$ cat src/rtl/seq_shifter_pkg.sv
// Shared encodings for the sequential shifter: operation codes and FSM states.
// Imported by the shifter and by anything that drives its op port.
package seq_shifter_pkg;

  typedef enum logic [1:0] {
    OP_SLL = 2'b00,
    OP_SRL = 2'b01,
    OP_SRA = 2'b10,
    OP_RSV = 2'b11
  } op_e;

  typedef enum logic [1:0] {
    ST_IDLE  = 2'b00,
    ST_SHIFT = 2'b01,
    ST_DONE  = 2'b10
  } state_e;

endpackage : seq_shifter_pkg

$ cat src/rtl/seq_shifter.sv
// Multi-cycle shifter: moves the captured operand one bit per cycle for shamt
// cycles, then pulses done for one cycle with the registered result.
module seq_shifter
  import seq_shifter_pkg::*;
#(
  parameter int WIDTH = 32,
  parameter int SHW   = 5
) (
  input  logic             clk,
  input  logic             rst_n,
  input  logic             start,
  input  logic [1:0]       op,
  input  logic [WIDTH-1:0] operand,
  input  logic [SHW-1:0]   shamt,
  input  logic             flush,
  output logic             ready,
  output logic             done,
  output logic [WIDTH-1:0] result
);

  state_e           state_q, state_d;
  logic [SHW-1:0]   count_q, count_d;
  op_e              op_q, op_d;
  logic [WIDTH-1:0] result_q, result_d;

  // Single-bit move; SRA copies the current MSB, which is the operand's sign
  // because every prior step preserved it.
  function automatic logic [WIDTH-1:0] step1(input logic [WIDTH-1:0] v,
                                             input op_e               o);
    logic [WIDTH-1:0] r;
    r = v;
    unique case (o)
      OP_SLL:  r = {v[WIDTH-2:0], 1'b0};
      OP_SRL:  r = {1'b0, v[WIDTH-1:1]};
      OP_SRA:  r = {v[WIDTH-1], v[WIDTH-1:1]};
      default: r = v;
    endcase
    return r;
  endfunction

  always_comb begin
    // NOTE: every signal gets a default before the case so no path leaves a
    // value unassigned, which would otherwise infer a latch.
    state_d  = state_q;
    count_d  = count_q;
    op_d     = op_q;
    result_d = result_q;

    unique case (state_q)
      ST_IDLE: begin
        // flush is meaningless here, so a simultaneous start still wins
        if (start) begin
          op_d     = op_e'(op);
          result_d = operand;
          count_d  = shamt;
          state_d  = (shamt != '0) ? ST_SHIFT : ST_DONE;
        end
      end

      ST_SHIFT: begin
        if (flush) begin
          state_d = ST_IDLE;
        end else begin
          result_d = step1(result_q, op_q);
          count_d  = count_q - SHW'(1);
          if (count_q == SHW'(1)) begin
            state_d = ST_DONE;
          end
        end
      end

      ST_DONE: begin
        state_d = ST_IDLE;
      end

      default: begin
        state_d = ST_IDLE;
      end
    endcase
  end

  always_ff @(posedge clk or negedge rst_n) begin
    if (!rst_n) begin
      state_q  <= ST_IDLE;
      count_q  <= '0;
      op_q     <= OP_SLL;
      result_q <= '0;
    end else begin
      // NOTE: state registers use non-blocking assignment so all of them
      // update together from values sampled before the edge.
      state_q  <= state_d;
      count_q  <= count_d;
      op_q     <= op_d;
      result_q <= result_d;
    end
  end

  assign ready  = (state_q == ST_IDLE);
  assign done   = (state_q == ST_DONE);
  assign result = result_q;

endmodule : seq_shifter

$ cat config.mk
export PLATFORM = sky130hd
export DESIGN_NAME = seq_shifter
export DESIGN_NICKNAME = d
export VERILOG_FILES = /design/src/rtl/seq_shifter_pkg.sv /design/src/rtl/seq_shifter.sv
export SDC_FILE = /design/constraint.sdc
export NUM_CORES = 1
export LEC_CHECK = 0
export BUFFER_PORTS_ARGS = -buffer_cell sky130_fd_sc_hd__buf_2
export CORE_ASPECT_RATIO = 0.8
export CORE_MARGIN = 5
export CORE_UTILIZATION = 52
export DETAILED_ROUTE_END_ITERATION = 16
export HOLD_SLACK_MARGIN = 0.12
export PLACE_DENSITY = 0.8
export SKIP_CTS_REPAIR_TIMING = 1
export SLEW_MARGIN = 5
export SYNTH_ARGS = -nofsm -noshare
export SYNTH_HDL_FRONTEND = slang
export SYNTH_SLANG_ARGS = --single-unit
export TNS_END_PERCENT = 10
$ cat constraint.sdc
create_clock -name clk -period 2.5 [get_ports clk]
set_clock_uncertainty 0.1 [all_clocks]
set_input_delay 0.375 -clock clk [delete_from_list [all_inputs] [get_ports clk]]
set_output_delay 0.375 -clock clk [all_outputs]
set_load 0.05 [all_outputs]
### After elaboration in Yosys (flattened, before gate mapping)

Index checks and enable logic that the tools add are counted.
Widths: inputs -> output; s select.

* flip-flop bits (word level): 41
* input bits: 43
* output and inout port bits: 34

* add/sub/neg operators: 1
* equal/unequal tests: 11
* mux-type cells: 12
* reduce and logical (&&, ||, !) cells: 9

Operator list (number)
* $pmux 32 s3: 1
* $mux 32: 2
* $pmux 32 s2: 1
* $mux 5: 2
* $pmux 5 s2: 1
* $mux 2: 4
* $ne 2x2->1 const B: 3
* $eq 5x1->1 const B: 1
* $reduce_and 5->1: 1
* $reduce_bool 5->1: 1
* $sub 5x1->5 const B: 1
* $eq 2x1->1 const B: 2
* $eq 2x2->1 const B: 2
* $logic_not 2->1: 2
* $ne 4x1->1 const B: 1
* $pmux 2 s2: 1
* $reduce_and 2->1: 2
* $reduce_and 4->1: 1
* $ne 3x1->1 const B: 1
* $ne 3x3->1 const B: 1
* $reduce_and 3->1: 1
* $reduce_bool 2->1: 1

### Longest topological paths before layout

Gate-level depths: netlist of run 1.

* depth after elaboration: 4
* depth in mapped cells: 8
* depth with buffers taken out: 6

### Worst setup path after synthesis of run 1

Ideal clock, no wire load.

* path kind: reg2reg
* start point: register op_q[0]
* end point: register result_q[12], in the netlist result[12]
* setup time: 0.125 ns
* arrival time: 1.631 ns
* slack: 0.644 ns
* cell stages (with the launch flop): 8
* path buffers: 1
* period minus slack after synthesis: 1.856 ns
* cells stage by stage: dfrtp_1 inv_1 ha_1 nand3b_1 nor2_1 clkbuf_1 a221o_1 mux2_4

* longest elaborated chain between the ends: 4
* elaborated cells between the ends (all ways): 8
* those cells by class: 3 x eq/ne; 3 x mux; 2 x reduce/logical

Ends and longest elaborated chain
* start: declaration: RTL line seq_shifter.sv:23 `op_e op_q, op_d;`
* start signal: assignment: RTL line seq_shifter.sv:93 `op_q <= op_d;`
* $eq 2x2->1, or another cell as far along: RTL line seq_shifter.sv:32 `unique case (o)`
* $pmux 32 s3: RTL line seq_shifter.sv:32
* $mux 32: RTL line seq_shifter.sv:61 `if (flush) begin`
* $pmux 32 s2: RTL line seq_shifter.sv:49 `unique case (state_q)`
* end signal: assignment: RTL line seq_shifter.sv:94 `result_q <= result_d;`
* end: declaration: RTL line seq_shifter.sv:24 `logic [WIDTH-1:0] result_q, result_d;`

Several ways; a longest one is shown, not always the timed one. The select of a mux whose other input is x is not followed.
A chain may end at the register's enable or synchronous reset.

### Worst setup path after layout of run 1

* start point: register state_q[1]
* end point: register result_q[2], in the netlist result[2]

* longest elaborated chain between the ends: 3
* elaborated cells between the ends (all ways): 8
* those cells by class: 4 x eq/ne; 1 x mux; 3 x reduce/logical

Ends and longest elaborated chain
* start: declaration: RTL line seq_shifter.sv:21 `state_e state_q, state_d;`
* start signal: assignment: RTL line seq_shifter.sv:91 `state_q <= state_d;`
* $eq 2x1->1 / $logic_not 2->1 (equally long branches): RTL line seq_shifter.sv:49
* $ne 4x1->1 (no source line), or another cell as far along
* $reduce_and 4->1 (no source line)

Several ways; a longest one is shown, not always the timed one.

==> impl_metrics.tcl, run 1 <==
set metrics [dict create \
    max_stage_delay_ns 0.61 \
    worstPathArrival_ns 2.16 \
    cts_tree "built" \
    rsz0062_at_grt "no" \
    synth_top_area_share_pct 39.44 \
    grt_pass1_wl_mm 10.15 \
    r2r-end "result[2]" \
    synth-edff-count 0 \
    yosys.cell_count.top_type "dfrtp_1" \
    grt_usage_pct 19.86 \
    critPathLaunchType "flip-flop" \
    crit_chain "nand2b_4, nor3b_1, a221o_1, mux2_4" \
    core-area_mm2 0.004921 \
    rrSetupSlack_ns 0.43 \
    first_iter_violations 84 \
    grt_max_degree 63 \
    via_count 2075 \
    antenna_cells 0 \
    syn2layout_area_growth_pct 19.53 \
    rows 23 \
    hold_viol 0 \
    relSlewSlack_pct 38.21 \
    fin_nets 337 \
    synth.avg_cell_area_um2 11.82 \
    gr-usage-met2_pct 30.64 \
    setup_slack_ns 0.4274 \
    cp-startpoint "state_q[1]" \
    outcome "finished, final reports clean" \
    critPathKind "reg -> reg" \
    post-place-ws_ns 0.1094 \
    die_x_um 89.08 \
    vdd_drop_max_mv 0.8527 \
    synth-xor-area-share_pct 0 \
    syn_nets 269 \
    synth_top_family_by_area "compound AO/OA/AOI/OAI gates" \
    final_layout_size_suffix_gt1_share_pct 42.56 \
    tightestPinTransition_ns 0.9269 \
    numCtsBuffers 5 \
    busiest_layer "met2" \
    synthCells 220 \
    hold_class "in -> async" \
    maxCapViolCount 0 \
    fmax_ghz 0.4825 \
    cts_num_sinks 41 \
    start_util_pct 52.86 \
    ys_async_sr_fraction_pct 100.0 \
    hpwl_mm 4.366 \
    slew_viol_final 0 \
    ctsRootBufferMaster "clkbuf_8" \
    drt-total-wl_mm 6.100 \
    finalCritPeriodShare_pct 82.90 \
    ys.flop_type "dfrtp_1" \
    yosys.area_share.simple_pct 14.96 \
    drc_errors 0 \
    endpoint "result[2]" \
    min_period_ns 2.073 \
    r2r_cells 4 \
    firstDrtPassIters 4 \
    clkLatencyLatePin_ns 0.30 \
    gr-usage-met1_pct 27.66 \
    synth.area.mux_share_pct 18.13 \
    ys_warn_count 0 \
    grt-ovfl-total 0 \
    timing.rr.start "state_q[1]" \
    antenna_found_initial 0 \
    cts.clk_slew.worst_paths_ns 0.09 \
    dieArea_mm2 0.006526 \
    die_y_um 73.26 \
    yosysSeqAreaShare_pct 39.44 \
    syn_area_mm2 0.002601 \
    ys_top_cells_by_area "dfrtp_1, mux2_4, a221o_1" \
    synth_compound_area_share_pct 19.00 \
    critPathMaxFanout 62 \
    cts_max_path_buffers 2 \
    routedWlPerCell_um 17.38 \
    met3_usage_pct 5.157 \
    fin_tns_setup_ns 0 \
    grt_pass1_vias 2144 \
    ant_nets 0 \
    synth-seq-cells 41 \
    power_per_cell_area_mw_per_mm2 1679 \
    ios 77 \
    crit_slowest_cell "nand2b_4" \
    yosys.area_share.adder_pct 2.886 \
    ys_types 35 \
    yosys-top-cells-count "dfrtp_1, nor3b_1, a221o_1, mux2_4, nor2_1" \
    worstPathRequired_ns 2.59 \
    place.gp.congestion 0.7554 \
    cts.htree.levels 2 \
    cp-end-kind "flip-flop" \
    leakagePower_uw 0.001494 \
    setup_viol 0 \
    numPortBuffers 76 \
    drt-vias-per-instance 5.912 \
    post-synth-top-area-cell "dfrtp_1" \
]
## layout make-up
type	count	area, µm²
Sequential cell	41	1026
Clock inverter	3	68.82
Tap cell	62	77.57
Fill cell	397	1812
Clock buffer	5	68.82
Inverter	4	15.01
Timing Repair Buffer	79	415.4
Multi-Input combinational cell	157	1438
## where the power goes
part           switching [µW]  leakage (µW)  internal (µW)
registers                 349      0.000506            987
logic                    1930      0.000919           1310
clock network             248     0.0000687            402
total                    2530       0.00149           2690
## cell families after synthesis
group | Yosys count
adders and majority gates | 6
buffers and inverters | 22
and+or+nand+nor | 61
muxes | 32
AOI/OAI and AO/OA | 58
DFF | 41
## how the worst min path moves through the flow
stage | startpoint | to | slack, ns | cells past startpoint
3_3_place_gp | count_q[1] | count_q[1] | 0.39 | 2
2_1_floorplan | rst_n | count_q[0] | -0.02 | 0
4_1_cts | rst_n | result[13] | 0.14 | 1
6_report | rst_n | result[13] | 0.11 | 1
5_1_grt | rst_n | result[18] | 0.18 | 1
3_5_place_dp | count_q[1] | count_q[1] | 0.39 | 2
## routing by layer
| layer | vias to the layer above | share of wire [%] |
|---|---|---|
| met5 | - | 0 |
| met4 | 0 | 1.4 |
| met3 | 12 | 7.8 |
| met2 | 65 | 46 |
| met1 | 1019 | 45 |
| li1 | 979 | - |
## cell usage in the layout, fill, tap and decap left out, drive strengths merged
cell type,netlist,layout
dfrtp,41,41
buf,13,79
a221o,30,30
ha,6,6
and2,1,1
a21oi,8,8
nor4b,1,1
a21o,1,1
inv,4,5
o41ai,1,1
a22oi,1,1
o21ai,12,12
nand2b,3,3
nor2b,4,4
o22a,1,1
nand2,5,5
nor3b,31,31
nor3,1,1
a32oi,1,1
nor2,13,13
nand3b,1,1
clkbuf,5,5
bufinv,0,2
a31oi,1,1
mux2,31,31
o2bb2ai,1,1
or4,1,1
o21bai,1,1
mux2i,1,1
## per-stage QoR
| step | cell area [µm²] | cells | utilization (%) | total power (µW) | hold WS (ns) |
|---|---|---|---|---|---|
| 6_report | 3109 | 351 | 63.18 | 5221 | 0.1128 |
| 5_1_grt | 3109 | 351 | 63.18 | 5540 | 0.1840 |
| 4_1_cts | 3104 | 351 | 63.08 | 5236 | 0.1393 |
| 3_5_place_dp | 2967 | 343 | 60.28 | 4584 | 0.3950 |
| 3_3_place_gp | 2967 | 343 | 60.28 | 4493 | 0.3920 |
| 2_1_floorplan | 2601 | 220 | - | 4000 | -0.02059 |
## critical path: cells and delay by family, from the launching register on
family           cells  cell delay (ns)
AO/OA/AOI/OAI        1             0.29
multiplexers         1             0.27
AND/OR/NAND/NOR      2             0.74
flip-flops           1             0.57
## state kept, by name, indices dropped and copies added (netlist names)
register  cells
count_q       5
result       32
state_q       2
op_q          2
(Power assumes the default switching activity.)
==> run 2, diff against run 1 <==
ABC_AREA = 1   (was unset)
CORE_UTILIZATION = 48   (was 52)
PLACE_DENSITY = 0.77   (was 0.8)
clock period = 1.77 ns   (was 2.5 ns; I/O delays follow)
==> run 2 against run 1 <==
Setup slack lost 0.44 ns. Final cell count grew 81%. Count of clock-buffer cells in the layout grew 1. The flow now finishes with violations (setup timing).
==> impl_metrics.tcl, run 2 <==
set metrics [dict create \
    routedWlPerCell_um 12.13 \
    syn_nets 522 \
    rows 25 \
    min_period_ns 1.782 \
    largest_reg_flops 32 \
    cts.htree.levels 2 \
    synthCells 473 \
    first_iter_violations 154 \
    final_layout_size_suffix_gt1_share_pct 21.12 \
    cts_num_sinks 41 \
    grt_pass1_wl_mm 11.93 \
    clkLatencyLatePin_ns 0.30 \
    grt_pass1_vias 2636 \
    synth_top_area_share_pct 35.98 \
    numCtsBuffers 5 \
    ios 77 \
    die_y_um 78.94 \
    firstDrtPassIters 4 \
    tightestPinTransition_ns 0.4312 \
    hpwl_mm 5.008 \
    grt-ovfl-total 0 \
    crit_chain "inv_2, buf_4, ha_4, nor2_1, inv_1, o21ai_4, clkbuf_16, nand2_1, nand2_1" \
    crit_path_frequent_cell "nand2_1" \
    max_stage_delay_ns 0.37 \
    grt_max_degree 51 \
    via_count 3015 \
    fin_cells 635 \
    cts_tree "built" \
    dieArea_mm2 0.007592 \
    ys_top_cells_by_area "dfrtp_1, nand2_1, nor2_1" \
    finalCritPeriodShare_pct 100.7 \
    slew_viol_final 0 \
    hold_viol 0 \
    antenna_cells 0 \
    critPathMaxFanout 15 \
    drt-vias-per-instance 4.748 \
    fmax_ghz 0.5612 \
    dp.cells 617 \
    cp-end-kind "flip-flop" \
    yosysSeqAreaShare_pct 35.98 \
    synth-seq-cells 41 \
    cts.clk_slew.worst_paths_ns 0.08 \
    ys_async_sr_fraction_pct 100.0 \
    layout_common_cells "nand2_1, nor2_1, buf_2, dfrtp_1, inv_1" \
    yosys-top-cells-count "nand2_1, nor2_1, dfrtp_1" \
    postPlaceCellArea_mm2 0.003332 \
    yosys.cell_count.top_type "nand2_1" \
    ys.flop_type "dfrtp_1" \
    outcome "finished with violations" \
    maxCapViolCount 0 \
    worstPathRequired_ns 1.91 \
    synth.avg_cell_area_um2 6.029 \
    post-synth-top-area-cell "dfrtp_1" \
    relSlewSlack_pct 71.18 \
    drt-total-wl_mm 7.700 \
    critPathLaunchType "flip-flop" \
    post-route-util_pct 61.84 \
    place.gp.congestion 0.8862 \
    syn2layout_area_growth_pct 26.85 \
    hold_class "in -> reg" \
    synth-edff-count 0 \
    violations "setup timing" \
    post-place-ws_ns -0.1301 \
    antenna_found_initial 0 \
    start_util_pct 48.75 \
    drc_errors 0 \
    critical_path.top_delay_family "buffers and inverters" \
    die_x_um 96.17 \
    design_area_mm2 0.003617 \
    critPathKind "reg -> reg" \
    rsz0062_at_grt "yes" \
    ant_nets 0 \
    numPortBuffers 76 \
    final_common_cell "nand2_1" \
    crit_slowest_cell "dfrtp_1" \
    core-area_mm2 0.005849 \
    ys_types 20 \
    fin_nets 602 \
    path_buf_inv 4 \
    ys_warn_count 0 \
    ctsRootBufferMaster "clkbuf_8" \
    setup_viol 13 \
    syn_area_mm2 0.002851 \
    grt_usage_pct 19.58 \
    worstPathArrival_ns 1.92 \
    cts_max_path_buffers 2 \
    setup_slack_ns -0.01197 \
]
-- run 2: cell types whose count changed in the layout (fill, tap and decap cells not counted), sizes merged, moves of 12 or more --
cell   before  now
nand2       5  225
buf        79   91
inv         5   18
a221o      30    0
nor2       13  137
mux2       31    0
nor3b      31    0
-- run 2: layer usage --
layer  share of wire (%)  vias up  GRT usage, %
met5                   0        -             0
met4                0.88        0         5.966
met3                 7.8        6         2.936
met2                  46       99         30.88
met1                  45     1329         27.60
li1                    -     1581             -
-- run 2: logic make-up after synthesis --
logic type,count (synthesis),synth area share (%)
adders and majority gates,6,2.633
DFF,41,35.98
AOI/OAI and AO/OA,12,2.501
buffers and inverters,42,8.206
and+or+nand+nor,372,50.68
-- run 2: final cells by class --
| type | instances | area (µm²) |
|---|---|---|
| clock buffers | 6 | 82.58 |
| clock inverters | 2 | 37.54 |
| fillers | 566 | 2232 |
| inverters | 18 | 67.56 |
| multi-input cells | 391 | 1638 |
| flip-flops and latches | 41 | 1026 |
| well taps | 81 | 101.3 |
| repair buffers | 96 | 664.4 |
-- run 2: per-stage QoR --
step	hold WS, ns	TNS, ns
finish	0.1658	-0.05310
global route	0.1792	-2.982
CTS	-0.1702	-3.984
detailed placement	0.1525	-3.362
global placement	0.1572	-0.4687
floorplan	-0.1301	0
-- run 2: path summary, 6_finish.rpt --
| check | from | slack, ns | to | cells after the start |
|---|---|---|---|---|
| hold reg to reg | count_q[4] | 0.39 | count_q[4] | 2 |
| max in group asynchronous | rst_n | 1.00 | result[17] | 3 |
| setup reg to reg | op_q[0] | -0.01 | result[5] | 9 |
| min in group asynchronous | rst_n | 0.36 | result[11] | 3 |
| setup / recovery | op_q[0] | -0.01 | result[5] | 9 |
| hold / removal | shamt[4] | 0.17 | state_q[1] | 4 |
-- run 2: worst reg2reg max path, stage by stage (launching register included) --
cell       delay (ns)
dfrtp_1          0.37
inv_2            0.06
buf_4            0.14
ha_4             0.15
nor2_1           0.15
inv_1            0.13
o21ai_4          0.28
clkbuf_16        0.23
nand2_1          0.06
nand2_1          0.06
Power of run 2 is left out: the tool's default activity adds up to more than one toggle a clock period on the data nets, which glitch-free logic cannot reach.
